==> src/rtl/color_pkg.sv <==
// color_pkg
// Shared definitions for everything that touches the 128-entry RGB444 color
// ROM: index/data widths, their typedefs, channel helpers used by the ROM,
// the renderers and the VGA output, and the grant-source enum used by the
// color ROM arbiter.
// No ports (package).
package color_pkg;

    localparam int COLOR_ADDR_W = 7;
    localparam int COLOR_DATA_W = 12;

    typedef logic [COLOR_ADDR_W-1:0] color_addr_t;
    typedef logic [COLOR_DATA_W-1:0] color_t;
    typedef logic [3:0]              channel_t;

    // Which rule produced this cycle's grant; the priority order is the enum order.
    typedef enum logic [1:0] {
        SRC_NONE,
        SRC_STARVE,
        SRC_HIPRI,
        SRC_RR
    } grant_src_e;

    function automatic channel_t rgb_red(input color_t c);
        return c[11:8];
    endfunction

    function automatic channel_t rgb_green(input color_t c);
        return c[7:4];
    endfunction

    function automatic channel_t rgb_blue(input color_t c);
        return c[3:0];
    endfunction

    function automatic color_t rgb_pack(input channel_t r, input channel_t g, input channel_t b);
        return {r, g, b};
    endfunction

endpackage

==> src/rtl/color_rom_arbiter_rr_pick.sv <==
// rr_pick
// Purely combinational round-robin picker: grants the first set bit of req at
// or after position ptr, wrapping modulo WIDTH. Reusable by any shared-resource
// arbiter.
// Ports:
//   req   in  WIDTH  request vector
//   ptr   in  PTR_W  search start position (values >= WIDTH wrap)
//   grant out WIDTH  one-hot grant, all-zero when req is empty
module rr_pick #(
    parameter int WIDTH = 4,
    parameter int PTR_W = (WIDTH > 1) ? $clog2(WIDTH) : 1
) (
    input  logic [WIDTH-1:0] req,
    input  logic [PTR_W-1:0] ptr,
    output logic [WIDTH-1:0] grant
);

    logic found;

    // Walk the request vector starting at ptr; the first hit wins.
    always_comb begin
        grant = '0;
        found = 1'b0;
        for (int k = 0; k < WIDTH; k++) begin
            if (!found && req[(int'(ptr) + k) % WIDTH]) begin
                grant[(int'(ptr) + k) % WIDTH] = 1'b1;
                found = 1'b1;
            end
        end
    end

endmodule

==> src/rtl/color_rom_arbiter.sv <==
// color_rom_arbiter
// Shares the single color ROM (7-bit index, 12-bit RGB444, 1-cycle registered
// read) between NUM_REQ requesters. One index is granted per cycle: a starved
// requester first, then the optional high-priority port, then round-robin.
// Each returned color is routed to its owner one cycle after the handshake.
// Ports:
//   clk, reset  clock and synchronous active-high reset
//   req_valid   in  per-requester request valid
//   req_addr    in  packed indices, requester i at [7i+6:7i]
//   req_ready   out one-hot grant (handshake = valid & ready)
//   rsp_valid   out one-hot owner of rsp_data this cycle
//   rsp_data    out color returned by the ROM
//   rom_addr    out index to the ROM (0 when nothing is granted)
//   rom_data    in  ROM read data
//   starve_evt  out strobe in the cycle a starvation grant is made
module color_rom_arbiter
    import color_pkg::*;
#(
    parameter int NUM_REQ      = 4,
    parameter int HIPRI_EN     = 1,
    parameter int HIPRI_IDX    = 0,
    parameter int STARVE_LIMIT = 15
) (
    input  logic                            clk,
    input  logic                            reset,
    input  logic [NUM_REQ-1:0]              req_valid,
    input  logic [NUM_REQ*COLOR_ADDR_W-1:0] req_addr,
    output logic [NUM_REQ-1:0]              req_ready,
    output logic [NUM_REQ-1:0]              rsp_valid,
    output color_t                          rsp_data,
    output color_addr_t                     rom_addr,
    input  color_t                          rom_data,
    output logic                            starve_evt
);

    localparam int PTR_W = (NUM_REQ > 1) ? $clog2(NUM_REQ) : 1;
    localparam logic [7:0] LIMIT = 8'(STARVE_LIMIT);
    localparam logic [NUM_REQ-1:0] HIPRI_MASK =
        (HIPRI_EN != 0) ? (NUM_REQ'(1) << HIPRI_IDX) : '0;

    logic [PTR_W-1:0]   rr_ptr_q, rr_ptr_d;
    logic [NUM_REQ-1:0] resp_tag_q, resp_tag_d;
    logic [7:0]         wait_cnt_q [NUM_REQ];
    logic [7:0]         wait_cnt_d [NUM_REQ];

    logic [NUM_REQ-1:0] starve_grant;
    logic [NUM_REQ-1:0] rr_req;
    logic [NUM_REQ-1:0] rr_grant;
    logic [NUM_REQ-1:0] grant;
    grant_src_e         grant_src;

    // The high-priority port never takes part in the round-robin search.
    assign rr_req = req_valid & ~HIPRI_MASK;

    rr_pick #(
        .WIDTH (NUM_REQ),
        .PTR_W (PTR_W)
    ) u_rr_pick (
        .req   (rr_req),
        .ptr   (rr_ptr_q),
        .grant (rr_grant)
    );

    // Lowest-index starved requester; scanning downward lets the lowest hit win.
    always_comb begin
        starve_grant = '0;
        for (int i = NUM_REQ - 1; i >= 0; i--) begin
            if (req_valid[i] && !HIPRI_MASK[i] && wait_cnt_q[i] == LIMIT) begin
                starve_grant    = '0;
                starve_grant[i] = 1'b1;
            end
        end
    end

    // Priority resolution; nothing is granted while reset is held.
    always_comb begin
        grant_src = SRC_NONE;
        if (!reset) begin
            if (|starve_grant) begin
                grant_src = SRC_STARVE;
            end else if (|(req_valid & HIPRI_MASK)) begin
                grant_src = SRC_HIPRI;
            end else if (|rr_grant) begin
                grant_src = SRC_RR;
            end
        end
    end

    always_comb begin
        case (grant_src)
            SRC_STARVE: grant = starve_grant;
            SRC_HIPRI:  grant = req_valid & HIPRI_MASK;
            SRC_RR:     grant = rr_grant;
            default:    grant = '0;
        endcase
    end

    // Steer the granted index to the ROM; an idle cycle presents index 0.
    always_comb begin
        rom_addr = '0;
        for (int i = 0; i < NUM_REQ; i++) begin
            if (grant[i]) begin
                rom_addr = req_addr[i*COLOR_ADDR_W +: COLOR_ADDR_W];
            end
        end
    end

    assign req_ready  = grant;
    assign starve_evt = (grant_src == SRC_STARVE);
    // A response in flight when reset arrives is suppressed immediately.
    assign rsp_valid  = reset ? '0 : resp_tag_q;
    assign rsp_data   = rom_data;

    // Next state: only round-robin grants advance the pointer; wait counters
    // saturate while a request loses and clear on grant or when it goes idle.
    always_comb begin
        rr_ptr_d = rr_ptr_q;
        if (grant_src == SRC_RR) begin
            for (int i = 0; i < NUM_REQ; i++) begin
                if (rr_grant[i]) begin
                    rr_ptr_d = PTR_W'((i + 1) % NUM_REQ);
                end
            end
        end
        resp_tag_d = grant;
        for (int i = 0; i < NUM_REQ; i++) begin
            wait_cnt_d[i] = 8'd0;
            if (!HIPRI_MASK[i] && req_valid[i] && !grant[i]) begin
                wait_cnt_d[i] = (wait_cnt_q[i] >= LIMIT) ? LIMIT : wait_cnt_q[i] + 8'd1;
            end
        end
    end

    // State registers with synchronous reset.
    always_ff @(posedge clk) begin
        if (reset) begin
            rr_ptr_q   <= '0;
            resp_tag_q <= '0;
            for (int i = 0; i < NUM_REQ; i++) begin
                wait_cnt_q[i] <= 8'd0;
            end
        end else begin
            rr_ptr_q   <= rr_ptr_d;
            resp_tag_q <= resp_tag_d;
            for (int i = 0; i < NUM_REQ; i++) begin
                wait_cnt_q[i] <= wait_cnt_d[i];
            end
        end
    end

endmodule

==> config.mk <==
export PLATFORM = sky130hd
export DESIGN_NAME = color_rom_arbiter
export DESIGN_NICKNAME = d
export VERILOG_FILES = /design/src/rtl/color_pkg.sv /design/src/rtl/color_rom_arbiter_rr_pick.sv /design/src/rtl/color_rom_arbiter.sv
export SDC_FILE = /design/constraint.sdc
export NUM_CORES = 1
export LEC_CHECK = 0
export BUFFER_PORTS_ARGS = -buffer_cell sky130_fd_sc_hd__buf_2
export CORE_UTILIZATION = 53
export DETAILED_ROUTE_END_ITERATION = 8
export PLACE_DENSITY_LB_ADDON = 0.1
export SYNTH_ARGS = -nofsm -noshare
export SYNTH_HDL_FRONTEND = slang
export SYNTH_SLANG_ARGS = --single-unit
==> constraint.sdc <==
create_clock -name clk -period 10.1 [get_ports clk]
set_clock_uncertainty 0.2 [all_clocks]
set_input_delay 1.515 -clock clk [delete_from_list [all_inputs] [get_ports clk]]
set_output_delay 1.515 -clock clk [all_outputs]
set_load 0.01 [all_outputs]
==> results.md, run 1 <==
* Register area at 601 um^2
* Footprint of the multi-input gates at 1160 um^2
* Vias per cell at 5.49
* CTS root buf: clkbuf_4
* Synth Instances at 218
* Reg clk slew, reported paths at 0.08 ns
* Layout Area Growth over Synthesis at 12.4%
* Avg WL per Cell at 13.0 um
* Status: complete, no violations
* H-tree Lvls at 2
* Final setup vio count at 0
* Overflow after GRT at 0
* Minimum clock period at 5.83 ns
* Hold_buf cts at 0
* Die footprint at 3910 um^2
* TritonCTS clock tree: yes
* Type of origin of the critical path: input port
* WL final at 4030 um
* Worst endpoint required time at 8.39 ns
* Synth top area cells: dfxtp_1 31%, ha_1 6.4%, a221oi_2 6.2%
* Final Core Density at 0.639
* Synthesized area per cell at 8.91 um^2
* Max Freq at 0.172 GHz
* Setup bufs post-CTS at 0
* Final design area excluding fillers at 2180 um^2
* Port buffer count at 49
* Slew headroom at 0.386
* Longest Clk Path Bufs at 2
* Worst path max stage delay at 0.73 ns
* Synth Flop Type: dfxtp_1
* Reg2reg start: rr_ptr_q[0]$_SDFFE_PP0P_
* Worst vdd rail ir drop at 113 uV
* Most frequent cell after synthesis: dfxtp_1
* Sw power at 175 uW
* R2R setup slack at 6.30 ns
* Initial antenna violation count at 0
* Pre-Repair DR Iteration Count at 4
* WS Path Type: input port to primary output
* Post-synth EDFFs at 0
* CORE AREA at 3420 um^2
* Internal at 261 uW
* DPL Wire Length at 3100 um
* Register area share after synthesis at 0.309
* # IOs at 74
* Clock share of power at 0.164
* Antenna-violating nets left at 0
* CP max FO at 12
* Starting Density at 0.568
* Unrepaired setup endpoints after global routing: false
* First-pass GRT wire length at 6610 um
* Crit path DAT at 4.11 ns
* Fin Setup TNS at 0 ns
* Most instantiated cells after synthesis: 30 x dfxtp_1, 14 x inv_1, 13 x buf_4, 13 x nor2_1
* Die width at 62.5 um
* Count of different cell masters after synthesis at 56
* Cell mode on critical path: buf_2
* Placer Congestion at 0.890
* Cell area after placement at 2120 um^2
* Sequential share of power at 0.338
* Vias at 1696
* Worst Setup SP: req_valid[1]
* DRC viols at 0
* Max Slew Vio Count at 0
* Final Cycle Share at 0.577
* Leakage at 0.00103 uW
* Hold_sp: wait_cnt_q[0][8]$_SDFF_PP0_
* Clock latency on the worst-skew pair at 0.32 ns
* Combinational share of power at 0.498
* Final nets at 318
* Hold crit path type: register to register
* Crit path cell chain: buf_2 -> mux2i_1 -> and4_1 -> or2_1 -> a221o_1 -> o21ai_1 -> inv_2 -> a211oi_1 -> a221oi_2 -> buf_2
* Initial detailed-routing violation count at 59
* Die extent in y at 62.5 um
* Largest area contributor in the netlist: dfxtp_1
* Worst path slowest cell: o21ai_1
* Ant. Diodes at 0
* Yosys warnings at 0
* FF+latch count, synth at 30
* Max Cap Viol at 0
* Num CTS Buffers at 5
* Final hold violations at 0
* Largest net degree at the start of global routing at 13
* Net Sw Frac at 0.402
* Pwr/cell area at 200 nW/um^2
* Post-CTS resize count at 0
* Critical Path End Type: primary output
* Worst-Margin Slew at 0.915 ns
* Row count at 21
* Sink Count at 30
* Share of cells above drive strength 1 at 0.266
* Share of the synthesized area in the top cell type at 0.309
* GRT Total Usage at 0.213
* Fraction of registers with async set/reset at 0
* # fillers at 309
* Vias in the first global route at 1526
* Synthesized cell area at 1940 um^2
## sequential cells by signal (all words and copies together) (netlist names)
name / cells
wait_cnt_q: 24
resp_tag_q: 4
rr_ptr_q: 2
## cell families after synthesis
kind of cell,Yosys count,share of synthesized area
compound gates,62,0.268
xor+xnor,6,0.0271
fa+ha+maj,10,0.0644
buf+inv,38,0.113
flops,30,0.309
mux,2,0.0110
other cells,1,0.00193
simple gates,69,0.206
## layer usage
| metal | GRT usage | share of wire |
|---|---|---|
| met3 | 0.0894 | 0.088 |
| met2 | 0.345 | 0.45 |
| met5 | 0 | 0 |
| met1 | 0.238 | 0.44 |
| met4 | 0.108 | 0.025 |
## final cells by class
cell class | count | share of cell area
multi-input cells | 161 | 0.533
flip-flops and latches | 30 | 0.275
repair buffers | 49 | 0.112
well taps | 46 | 0.0264
inverters | 15 | 0.0258
clock buffers | 7 | 0.0252
clock inverters | 1 | 0.00229
## worst max-delay path, delay by kind of cell
kind / cells / cell delay [ns]
AOI/OAI and AO/OA: 4 / 1.47
buffers and inverters: 3 / 0.54
muxes: 1 / 0.09
and+or+nand+nor: 2 / 0.49
## path summary, 6_finish.rpt
check | endpoint | cells after the start
worst max-delay path | rom_addr[6] | 10
worst min register to register | wait_cnt_q[0][8]$_SDFF_PP0_ | 1
worst min-delay path | wait_cnt_q[0][8]$_SDFF_PP0_ | 1
worst max register to register | wait_cnt_q[0][24]$_SDFF_PP0_ | 9
## through the flow
stage	setup slack (ns)	std cells	power [uW]	hold WS [ns]
CTS	4.25	309	439	0.277
floorplan	4.79	229	323	0.233
global placement	4.26	301	364	0.255
finish	4.27	309	436	0.271
detailed placement	4.26	301	366	0.262
global route	3.94	309	468	0.313
## cells in the final DEF (no fill, tap or decap), drive strengths merged, types with 2 or more instances in the layout
cell type	n
a211oi	8
a21boi	2
a21oi	11
a221o	2
a221oi	10
a32o	2
and2	3
and3	5
buf	49
clkbuf	7
conb	12
dfxtp	30
ha	10
inv	15
nand2	7
nand3	7
nand3b	2
nor2	13
nor2b	11
nor3	5
nor3b	3
nor4	3
o211ai	7
o21a	3
o21ai	5
o311a	2
or2	2
or3b	2
xnor2	3
xor2	3
## power by group through the flow
stage,clock network [uW],registers (uW),logic (uW)
global placement,0,150,214
finish,71.6,147,217
global route,79.8,150,238
floorplan,0,146,177
CTS,75.5,147,216
detailed placement,0,150,216
Power figures use the tool's default switching activity.
==> run 2: changes to the inputs <==
--- a/config.mk
+++ b/config.mk
@@ -6,7 +6,7 @@
 export NUM_CORES = 1
 export LEC_CHECK = 0
 export BUFFER_PORTS_ARGS = -buffer_cell sky130_fd_sc_hd__buf_2
-export CORE_UTILIZATION = 53
+export CORE_UTILIZATION = 44
 export DETAILED_ROUTE_END_ITERATION = 8
 export PLACE_DENSITY_LB_ADDON = 0.1
 export SYNTH_ARGS = -nofsm -noshare
==> constraint.sdc (replaced) <==
create_clock -name clk -period 5.1 [get_ports clk]
set_clock_uncertainty 0.2 [all_clocks]
set_input_delay 0.765 -clock clk [delete_from_list [all_inputs] [get_ports clk]]
set_output_delay 0.765 -clock clk [all_outputs]
set_load 0.01 [all_outputs]
==> results.md, run 2 (synthesis results as in run 1) <==
* R2R setup slack at 1.46 ns
* Antenna-violating nets left at 0
* WP depth at 10
* Max Freq at 0.212 GHz
* Ant. Diodes at 0
* Pwr/cell area at 419 nW/um^2
* Hold crit path type: register to register
* Vias per cell at 5.44
* CORE AREA at 4120 um^2
* Max reg flops at 24
* Worst-Margin Slew at 0.831 ns
* Largest net degree at the start of global routing at 13
* Final design area excluding fillers at 2250 um^2
* Pre-Repair DR Iteration Count at 4
* Clock latency on the worst-skew pair at 0.28 ns
* Cell area after placement at 2140 um^2
* Longest Clk Path Bufs at 2
* WL final at 4140 um
* Layout Cells excl Fill at 315
* Worst path slowest cell: dfxtp_1
* Design Power at 945 uW
* Post-CTS resize count at 0
* Vias at 1714
* Final Cycle Share at 0.927
* Max Slew Vio Count at 0
* Die extent in y at 68.4 um
* Initial antenna violation count at 0
* First-pass GRT wire length at 6370 um
* Starting Density at 0.472
* Commonest non-fill, non-tap cells in the layout: 49 x buf_2, 30 x dfxtp_1, 14 x inv_1, 13 x nor2_1, 12 x conb_1
* Worst endpoint required time at 4.14 ns
* Overflow after GRT at 0
* Initial detailed-routing violation count at 133
* Fin Setup TNS at 0 ns
* DRC viols at 0
* Sink Count at 30
* Row count at 23
* Reg2reg start: rr_ptr_q[0]$_SDFFE_PP0P_
* Cell mode on critical path: a221oi_2
* Reg clk slew, reported paths at 0.06 ns
* Avg WL per Cell at 13.1 um
* Hold_buf cts at 0
* Die footprint at 4680 um^2
* Num CTS Buffers at 5
* GRT Total Usage at 0.185
* Worst Path Buf+Inv at 2
* Status: complete, no violations
* Setup crit end: rom_addr[1]
* Placer Congestion at 0.748
* Final hold violations at 0
* Reg-to-Reg End: wait_cnt_q[0][16]$_SDFF_PP0_
* Unrepaired setup endpoints after global routing: false
* Slew headroom at 0.441
* Leakage at 0.00106 uW
* CP max FO at 12
* Worst Setup SP: rr_ptr_q[0]$_SDFFE_PP0P_
* Final setup vio count at 0
* DPL Wire Length at 3160 um
* H-tree Lvls at 2
* WS Path Type: register to primary output
* Layout Area Growth over Synthesis at 16.0%
* Final nets at 320
* Critical Path End Type: primary output
* Final setup margin at 0.375 ns
* # IOs at 74
* Top reg by flops: wait_cnt_q
* Share of cells above drive strength 1 at 0.275
* Reg2reg path depth at 9
* Top flop regs: wait_cnt_q (24), resp_tag_q (4), rr_ptr_q (2)
* Pre-CTS setup slack at 0.706 ns
* Max Cap Viol at 0
* Crit path cell chain: inv_1 -> ha_1 -> and2_1 -> a221oi_2 -> nand2_1 -> a2111o_1 -> a32o_1 -> and2_4 -> a221oi_2 -> buf_2
* Vias in the first global route at 1461
* Type of origin of the critical path: register
* TritonCTS clock tree: yes
* Most common cell after layout, fill and taps aside: buf_2
* Delay-heaviest family, CP: compound AO/OA/AOI/OAI gates
* Worst vdd rail ir drop at 252 uV
* Port buffer count at 49
* Die width at 68.4 um
* Minimum clock period at 4.73 ns
* CTS root buf: clkbuf_8
* Placed insts at 307
* Setup bufs post-CTS at 0
* Crit path DAT at 3.76 ns
* Worst path max stage delay at 0.57 ns
-- run 2: cell count changes in the layout (fill, tap and decap cells not counted), sizes merged --
cell	previous run	this run
buf	49	51
clkbuf	7	8
clkinv	1	0
-- run 2: metal layers --
layer,GRT usage,vias up,wire length (um)
met3,0.0417,9,234
met4,0.0885,0,64
met5,0,-,0
met1,0.223,786,1910
li1,-,868,-
met2,0.306,51,1930
-- run 2: power breakdown --
group / total [uW] / leakage (uW) / switching (uW) / internal [uW]
Clock: 218 / 0.0000575 / 82.1 / 136
Combinational: 437 / 0.000752 / 247 / 190
Sequential: 290 / 0.000250 / 27.5 / 263
Total: 945 / 0.00106 / 356 / 589
-- run 2: cell type report --
| cell class | instances | area, um^2 |
|---|---|---|
| flip-flops and latches | 30 | 601 |
| fillers | 409 | 1860 |
| multi-input cells | 161 | 1160 |
| inverters | 15 | 56.3 |
| repair buffers | 51 | 260 |
| well taps | 50 | 62.6 |
| clock buffers | 8 | 110 |
-- run 2: worst min path at each step --
stage	cells past startpoint	start	slack (ns)	endpoint
floorplan	1	wait_cnt_q[0][16]$_SDFF_PP0_	0.23	wait_cnt_q[0][16]$_SDFF_PP0_
global placement	1	wait_cnt_q[0][8]$_SDFF_PP0_	0.26	wait_cnt_q[0][8]$_SDFF_PP0_
detailed placement	1	wait_cnt_q[0][16]$_SDFF_PP0_	0.26	wait_cnt_q[0][16]$_SDFF_PP0_
CTS	1	wait_cnt_q[0][16]$_SDFF_PP0_	0.26	wait_cnt_q[0][16]$_SDFF_PP0_
global route	1	wait_cnt_q[0][16]$_SDFF_PP0_	0.28	wait_cnt_q[0][16]$_SDFF_PP0_
finish	1	wait_cnt_q[0][16]$_SDFF_PP0_	0.27	wait_cnt_q[0][16]$_SDFF_PP0_
-- run 2: worst reg2reg max path, cell delays in order (launching register included) --
cell,delay [ns]
dfxtp_1,0.57
inv_1,0.21
ha_1,0.47
and2_1,0.22
a221oi_2,0.29
nand2_1,0.17
a2111o_1,0.52
a32o_1,0.37
or3b_4,0.44
a21oi_1,0.12
-- run 2: per-stage QoR --
step | util | hold slack, ns
floorplan | - | 0.233
global placement | 0.521 | 0.256
detailed placement | 0.521 | 0.256
CTS | 0.548 | 0.264
global route | 0.548 | 0.283
finish | 0.548 | 0.266
